File: src/rtl/beep_melody_sequencer.sv
// Melody sequencer for the PWM beeper.
// Steps through a 16-entry melody ROM, loads period/pulse for each tone,
// and gates the beeper with `mute` during rests and the short articulation
// gap that follows every note. Every output comes straight from a register.
module beep_melody_sequencer #(
  parameter int unsigned BEAT_CYCLES = 12_500_000,  // sclk cycles per beat
  parameter int unsigned GAP_CYCLES  = 500_000,     // muted cycles after each note
  parameter int unsigned DUTY_SHIFT  = 1            // pulse = period >> DUTY_SHIFT
) (
  input  logic        sclk,
  input  logic        nrst,
  input  logic        start,
  input  logic        stop,
  input  logic        loop_en,
  output logic [25:0] period,
  output logic [25:0] pulse,
  output logic        mute,
  output logic        busy,
  output logic        done,
  output logic [3:0]  note_idx,
  output logic [2:0]  state_dbg
);

  typedef enum logic [2:0] {
    S_IDLE = 3'd0,
    S_LOAD = 3'd1,
    S_PLAY = 3'd2,
    S_GAP  = 3'd3,
    S_DONE = 3'd4
  } state_t;

  localparam logic [25:0] RESET_PERIOD = 26'd95556;
  localparam logic [25:0] RESET_PULSE  = RESET_PERIOD >> DUTY_SHIFT;

  // Melody ROM entry = {note code, beats}; beats == 0 marks the end.
  function automatic logic [7:0] rom_entry(input logic [3:0] idx);
    case (idx)
      4'd0:    rom_entry = {4'd1, 4'd2};
      4'd1:    rom_entry = {4'd2, 4'd2};
      4'd2:    rom_entry = {4'd3, 4'd2};
      4'd3:    rom_entry = {4'd4, 4'd2};
      4'd4:    rom_entry = {4'd5, 4'd2};
      4'd5:    rom_entry = {4'd6, 4'd2};
      4'd6:    rom_entry = {4'd7, 4'd2};
      4'd7:    rom_entry = {4'd0, 4'd1};
      4'd8:    rom_entry = {4'd5, 4'd4};
      default: rom_entry = 8'h00;
    endcase
  endfunction

  // Note code to PWM period at the 25 MHz count clock; 0 means rest.
  function automatic logic [25:0] tone_period(input logic [3:0] code);
    case (code)
      4'd1:    tone_period = 26'd95556;  // C4
      4'd2:    tone_period = 26'd85133;  // D4
      4'd3:    tone_period = 26'd75843;  // E4
      4'd4:    tone_period = 26'd71586;  // F4
      4'd5:    tone_period = 26'd63776;  // G4
      4'd6:    tone_period = 26'd56818;  // A4
      4'd7:    tone_period = 26'd50620;  // B4
      default: tone_period = 26'd0;
    endcase
  endfunction

  state_t      state_q, state_d;
  logic [3:0]  idx_q, idx_d;
  logic [25:0] period_q, period_d;
  logic [25:0] pulse_q, pulse_d;
  logic        mute_q, mute_d;
  logic        busy_q, busy_d;
  logic        done_q, done_d;
  logic [31:0] dur_q, dur_d;
  logic [31:0] gap_q, gap_d;

  logic [7:0]  entry;
  logic [3:0]  beats;
  logic [25:0] tone;
  state_t      adv_state;
  logic [3:0]  adv_idx;

  // Next-state and registered-output computation.
  always_comb begin
    state_d  = state_q;
    idx_d    = idx_q;
    period_d = period_q;
    pulse_d  = pulse_q;
    mute_d   = mute_q;
    dur_d    = dur_q;
    gap_d    = gap_q;

    entry = rom_entry(idx_q);
    beats = entry[3:0];
    tone  = tone_period(entry[7:4]);

    // Moving past a finished note: the last ROM slot behaves like an end marker.
    adv_state = S_LOAD;
    adv_idx   = idx_q + 4'd1;
    if (idx_q == 4'd15) begin
      if (loop_en) begin
        adv_idx = 4'd0;
      end else begin
        adv_idx   = idx_q;
        adv_state = S_DONE;
      end
    end

    case (state_q)
      S_IDLE: begin
        mute_d = 1'b1;
        if (start) begin
          idx_d   = 4'd0;
          state_d = S_LOAD;
        end
      end
      S_LOAD: begin
        if (beats != 4'd0) begin
          state_d = S_PLAY;
          dur_d   = 32'(beats) * BEAT_CYCLES - 32'd1;
          if (tone != 26'd0) begin
            period_d = tone;
            pulse_d  = tone >> DUTY_SHIFT;
            mute_d   = 1'b0;
          end else begin
            mute_d = 1'b1;
          end
        end else if (loop_en && (idx_q != 4'd0)) begin
          idx_d = 4'd0;
        end else begin
          state_d = S_DONE;
        end
      end
      S_PLAY: begin
        if (dur_q == 32'd0) begin
          mute_d = 1'b1;
          if (GAP_CYCLES > 0) begin
            gap_d   = GAP_CYCLES - 32'd1;
            state_d = S_GAP;
          end else begin
            state_d = adv_state;
            idx_d   = adv_idx;
          end
        end else begin
          dur_d = dur_q - 32'd1;
        end
      end
      S_GAP: begin
        mute_d = 1'b1;
        if (gap_q == 32'd0) begin
          state_d = adv_state;
          idx_d   = adv_idx;
        end else begin
          gap_d = gap_q - 32'd1;
        end
      end
      S_DONE: begin
        mute_d  = 1'b1;
        state_d = S_IDLE;
      end
      default: begin
        state_d = S_IDLE;
        mute_d  = 1'b1;
      end
    endcase

    // Stop aborts from anywhere and beats a simultaneous start; tone registers hold.
    if (stop) begin
      state_d  = S_IDLE;
      idx_d    = 4'd0;
      mute_d   = 1'b1;
      period_d = period_q;
      pulse_d  = pulse_q;
      dur_d    = 32'd0;
      gap_d    = 32'd0;
    end

    busy_d = (state_d != S_IDLE);
    done_d = (state_d == S_DONE);
  end

  // State and output registers with asynchronous active-low reset.
  always_ff @(posedge sclk or negedge nrst) begin
    if (!nrst) begin
      state_q  <= S_IDLE;
      idx_q    <= 4'd0;
      period_q <= RESET_PERIOD;
      pulse_q  <= RESET_PULSE;
      mute_q   <= 1'b1;
      busy_q   <= 1'b0;
      done_q   <= 1'b0;
      dur_q    <= 32'd0;
      gap_q    <= 32'd0;
    end else begin
      state_q  <= state_d;
      idx_q    <= idx_d;
      period_q <= period_d;
      pulse_q  <= pulse_d;
      mute_q   <= mute_d;
      busy_q   <= busy_d;
      done_q   <= done_d;
      dur_q    <= dur_d;
      gap_q    <= gap_d;
    end
  end

  assign period    = period_q;
  assign pulse     = pulse_q;
  assign mute      = mute_q;
  assign busy      = busy_q;
  assign done      = done_q;
  assign note_idx  = idx_q;
  assign state_dbg = state_q;

endmodule
File: config.mk
export PLATFORM = sky130hd
export DESIGN_NAME = beep_melody_sequencer
export DESIGN_NICKNAME = d
export VERILOG_FILES = /design/src/rtl/beep_melody_sequencer.sv
export SDC_FILE = /design/constraint.sdc
export NUM_CORES = 1
export LEC_CHECK = 0
export ABC_CLOCK_PERIOD_IN_PS = 7800
export CAP_MARGIN = 20
export CORE_MARGIN = 4
export CORE_UTILIZATION = 40
export DETAILED_ROUTE_END_ITERATION = 6
export GPL_ROUTABILITY_DRIVEN = 0
export PLACE_DENSITY = 0.63
export SLEW_MARGIN = 5
export SYNTH_ARGS = -nofsm -noshare
export SYNTH_HDL_FRONTEND = slang
export SYNTH_SLANG_ARGS = --single-unit
File: constraint.sdc
create_clock -name sclk -period 7.8 [get_ports sclk]
set_clock_uncertainty 0.05 [all_clocks]
set_input_delay 1.17 -clock sclk [delete_from_list [all_inputs] [get_ports sclk]]
set_output_delay 1.17 -clock sclk [all_outputs]
set_load 0.1 [all_outputs]
==> impl_metrics.yaml <==
status:
  status: "finished, final reports clean"
cells_and_area:
  layout-drive-gt1-share_pct: 7.18
  areaGrowthSynthToFinish_pct: 10.7
  fin_area_sq_um: 7320
  seq_area_sq_um: 2290
  nets: 832
  multi_input_area_sq_um: 3840
  layout.cells.non_filler: 1024
  diodes: 0
  fill_cells: 1572
floorplan:
  chipHeight_microns: 137
  rows: 46
  core_sq_um: 16100
  dieArea_sq_um: 18600
  boundaryPins: 67
  die_w_microns: 137
  initial_core_util_pct: 41.2
routing:
  vias: 5822
  ant_nets: 0
  route.detailed.drc: 0
  drt-total-wl_microns: 16500
  drtPass1Iterations: 6
  wire_per_inst_microns: 16.1
  first_iter_violations: 433
  viasPerCell: 5.69
critical_path:
  crit_slowest_cell: "dfrtp_1"
  required_ns: 7.98
  end_kind: "register"
  worstReg2RegEnd: "dur_q[29]"
  crit_path_start: "note_idx[3]"
  slowest_delay_ns: 0.67
  path_max_fanout: 20
  worstPathCellList: "and3b_1 -> inv_1 -> nand2_1 -> inv_1 -> ha_1 -> ha_1 -> inv_1 -> fa_1 -> nand2b_1 -> o2bb2ai_1 -> o21a_1 -> or4_1 -> o2111a_1 -> nand3_1 -> nand3_1"
  cp.arrival_ns: 4.87
  start_kind: "register"
  r2r-start: "note_idx[3]"
  cp_common_cell: "inv_1"
  reg2regPathDepth: 15
  crit_type: "reg -> reg"
  r2r_setup_slack_ns: 3.10
min_path:
  holdPathStages: 2
  hold_class: "reg -> reg"
  holdPathEnd: "pulse[5]"
  hp-start: "pulse[5]"
cts:
  insertion_delay_ns: 0.35
  cts.sink_count: 91
  hold_buffers: 0
  cts_resized: 0
  cts-root-buf: "clkbuf_16"
  h-tree-depth: 3
  clk_pin_slew_ns: 0.06
  cts_made_buffers: 9
  cts_tree: "done"
  clock_path_buffers: 2
  cts_setup_buffers: 0
timing:
  final.min_clock_period_ns: 4.70
  setup_viol: 0
  worst_pin_slew_ns: 1.08
  final_hold_viol_count: 0
  holdWs_ns: 0.436
  rsz0062_at_grt: "no"
  maxSlewHeadroom_pct: 28.0
  tns_ns: 0
  max_clock_freq_mhz: 213
  finalCritPeriodShare_pct: 60.2
  slew_viol_final: 0
synthesis:
  synth_xor_area_share_pct: 4.37
  synth-edff-count: 0
  ys.flop_type: "dfrtp_1"
  yosys.cell_count.top_type: "nor2_1"
  synth-adder-area-share_pct: 4.77
  async_reset_ff_share_pct: 100
  synth_top_area_share_pct: 31.0
  synth_compound_area_share_pct: 20.4
  netlist_instances: 795
  yosys_register_bits: 91
  yosysSeqAreaShare_pct: 34.6
  synth.yosys.warnings: 0
  netlist_area_sq_um: 6610
  synthTopCellsByCount: "83 x nor2_1, 82 x dfrtp_1, 68 x o21ai_0"
  synth_mux_area_share_pct: 0.663
  yosys-top-cells-area: "dfrtp_1 31%, o21ai_0 5.1%, nor2_1 4.7%, a21oi_1 4.3%, buf_4 4.2%"
  synth_largest_area_cell: "dfrtp_1"
  synth_top_family_by_area: "simple AND/OR/NAND/NOR gates"
  syn_avg_cell_area_sq_um: 8.31
  yosysUniqueCellTypes: 84
  synth-simple-area-share_pct: 26.8
place:
  port_buffers: 47
  place_area_sq_um: 7000
  dpl.cell_count: 1007
  dp_hpwl_microns: 11800
global_route:
  grt_max_degree: 65
  grt_busiest_layer: "met2"
  grt_pass1_vias: 5346
  grt_antenna_before_repair: 0
  grt_util_all_layers_pct: 18.6
  grt_overflow: 0
  grt_pass1_wl_microns: 28100
  met1_usage_pct: 27.1
  met3_usage_pct: 4.26
  grt_util_met2_pct: 28.1
power_and_ir_drop:
  finalPower_mw: 1.70
  p_per_area_nw_per_um2: 232
  vdd_drop_max_v: 0.000232
  p_leak_nw: 3.11
run:
  cap_violations: 0
-- report_power, final --
part / switching (mW) / internal [mW]
Combinational: 0.517 / 0.151
Clock: 0.189 / 0.259
Sequential: 0.0503 / 0.529
-- flip-flops by register name (all words and copies together), names as in the netlist --
| register | count |
|---|---|
| dur_q | 32 |
| gap_q | 32 |
| pulse | 16 |
| note_idx | 4 |
| state_dbg | 3 |
| busy | 1 |
| done | 1 |
| mute | 1 |
| period | 1 |
-- cells in the final DEF, fill, tap and decap left out, types with 4 or more instances in the layout --
| cell type | n |
|---|---|
| dfstp_2 | 9 |
| and2_1 | 4 |
| or4_1 | 4 |
| or3_1 | 11 |
| ha_1 | 22 |
| nor2b_1 | 8 |
| nand3b_1 | 4 |
| a21o_1 | 4 |
| o21a_1 | 8 |
| clkdlybuf4s50_1 | 46 |
| nor4_1 | 18 |
| nand2b_1 | 14 |
| and3_1 | 7 |
| a211o_1 | 4 |
| xnor2_1 | 17 |
| a21oi_1 | 57 |
| o21ai_0 | 67 |
| nand3_1 | 21 |
| a211oi_1 | 4 |
| a31oi_1 | 11 |
| conb_1 | 19 |
| buf_4 | 5 |
| a311oi_1 | 6 |
| nor2_1 | 83 |
| nand2_1 | 67 |
| nor3_1 | 46 |
| dfrtp_1 | 82 |
| xor2_1 | 16 |
| nand4_1 | 10 |
| clkbuf_16 | 9 |
| inv_1 | 25 |
| o31ai_1 | 6 |
| nor3b_1 | 9 |
-- metrics by stage --
| stage | setup slack (ns) | utilization (%) |
|---|---|---|
| 6_report | 3.10 | 45.6 |
| 3_3_place_gp | 3.27 | 43.6 |
| 3_5_place_dp | 3.15 | 43.6 |
| 4_1_cts | 3.14 | 45.5 |
| 5_1_grt | 2.68 | 45.6 |
| 2_1_floorplan | 3.17 | - |
-- critical path, delay by kind of cell, from the launching register on --
family,cells,cell delay [ns]
adders and majority gates,3,1.04
buffers and inverters,3,0.43
DFF,1,0.67
and+or+nand+nor,6,1.72
AOI/OAI and AO/OA,3,0.67
-- final cells by class --
type / instances / share of cell area, %
multi-input combinational: 623 / 52.5
clock buffer: 11 / 3.32
tap: 216 / 3.69
sequential: 91 / 31.3
timing repair buffer: 52 / 7.01
inverter: 26 / 1.33
clock inverter: 5 / 0.821
-- kinds of logic after synthesis --
kind of cell / Yosys count
fa+ha+maj: 24
mux: 4
flops: 91
xor+xnor: 33
buf+inv: 99
other cells: 1
compound gates: 209
simple gates: 334
-- how the worst max path moves through the flow --
stage,end,slack [ns],cells after the start
global route,dur_q[22],2.68,17
finish,dur_q[29],3.10,15
global placement,dur_q[29],3.27,17
CTS,dur_q[28],3.14,15
floorplan,dur_q[29],3.17,18
detailed placement,dur_q[28],3.15,17
-- metal layers --
metal	vias to the layer above	wire length, microns
met5	-	0
met2	189	7310
li1	2838	-
met3	23	952
met4	0	266
met1	2772	8000
Note: power is estimated with default switching activity, not from simulation.
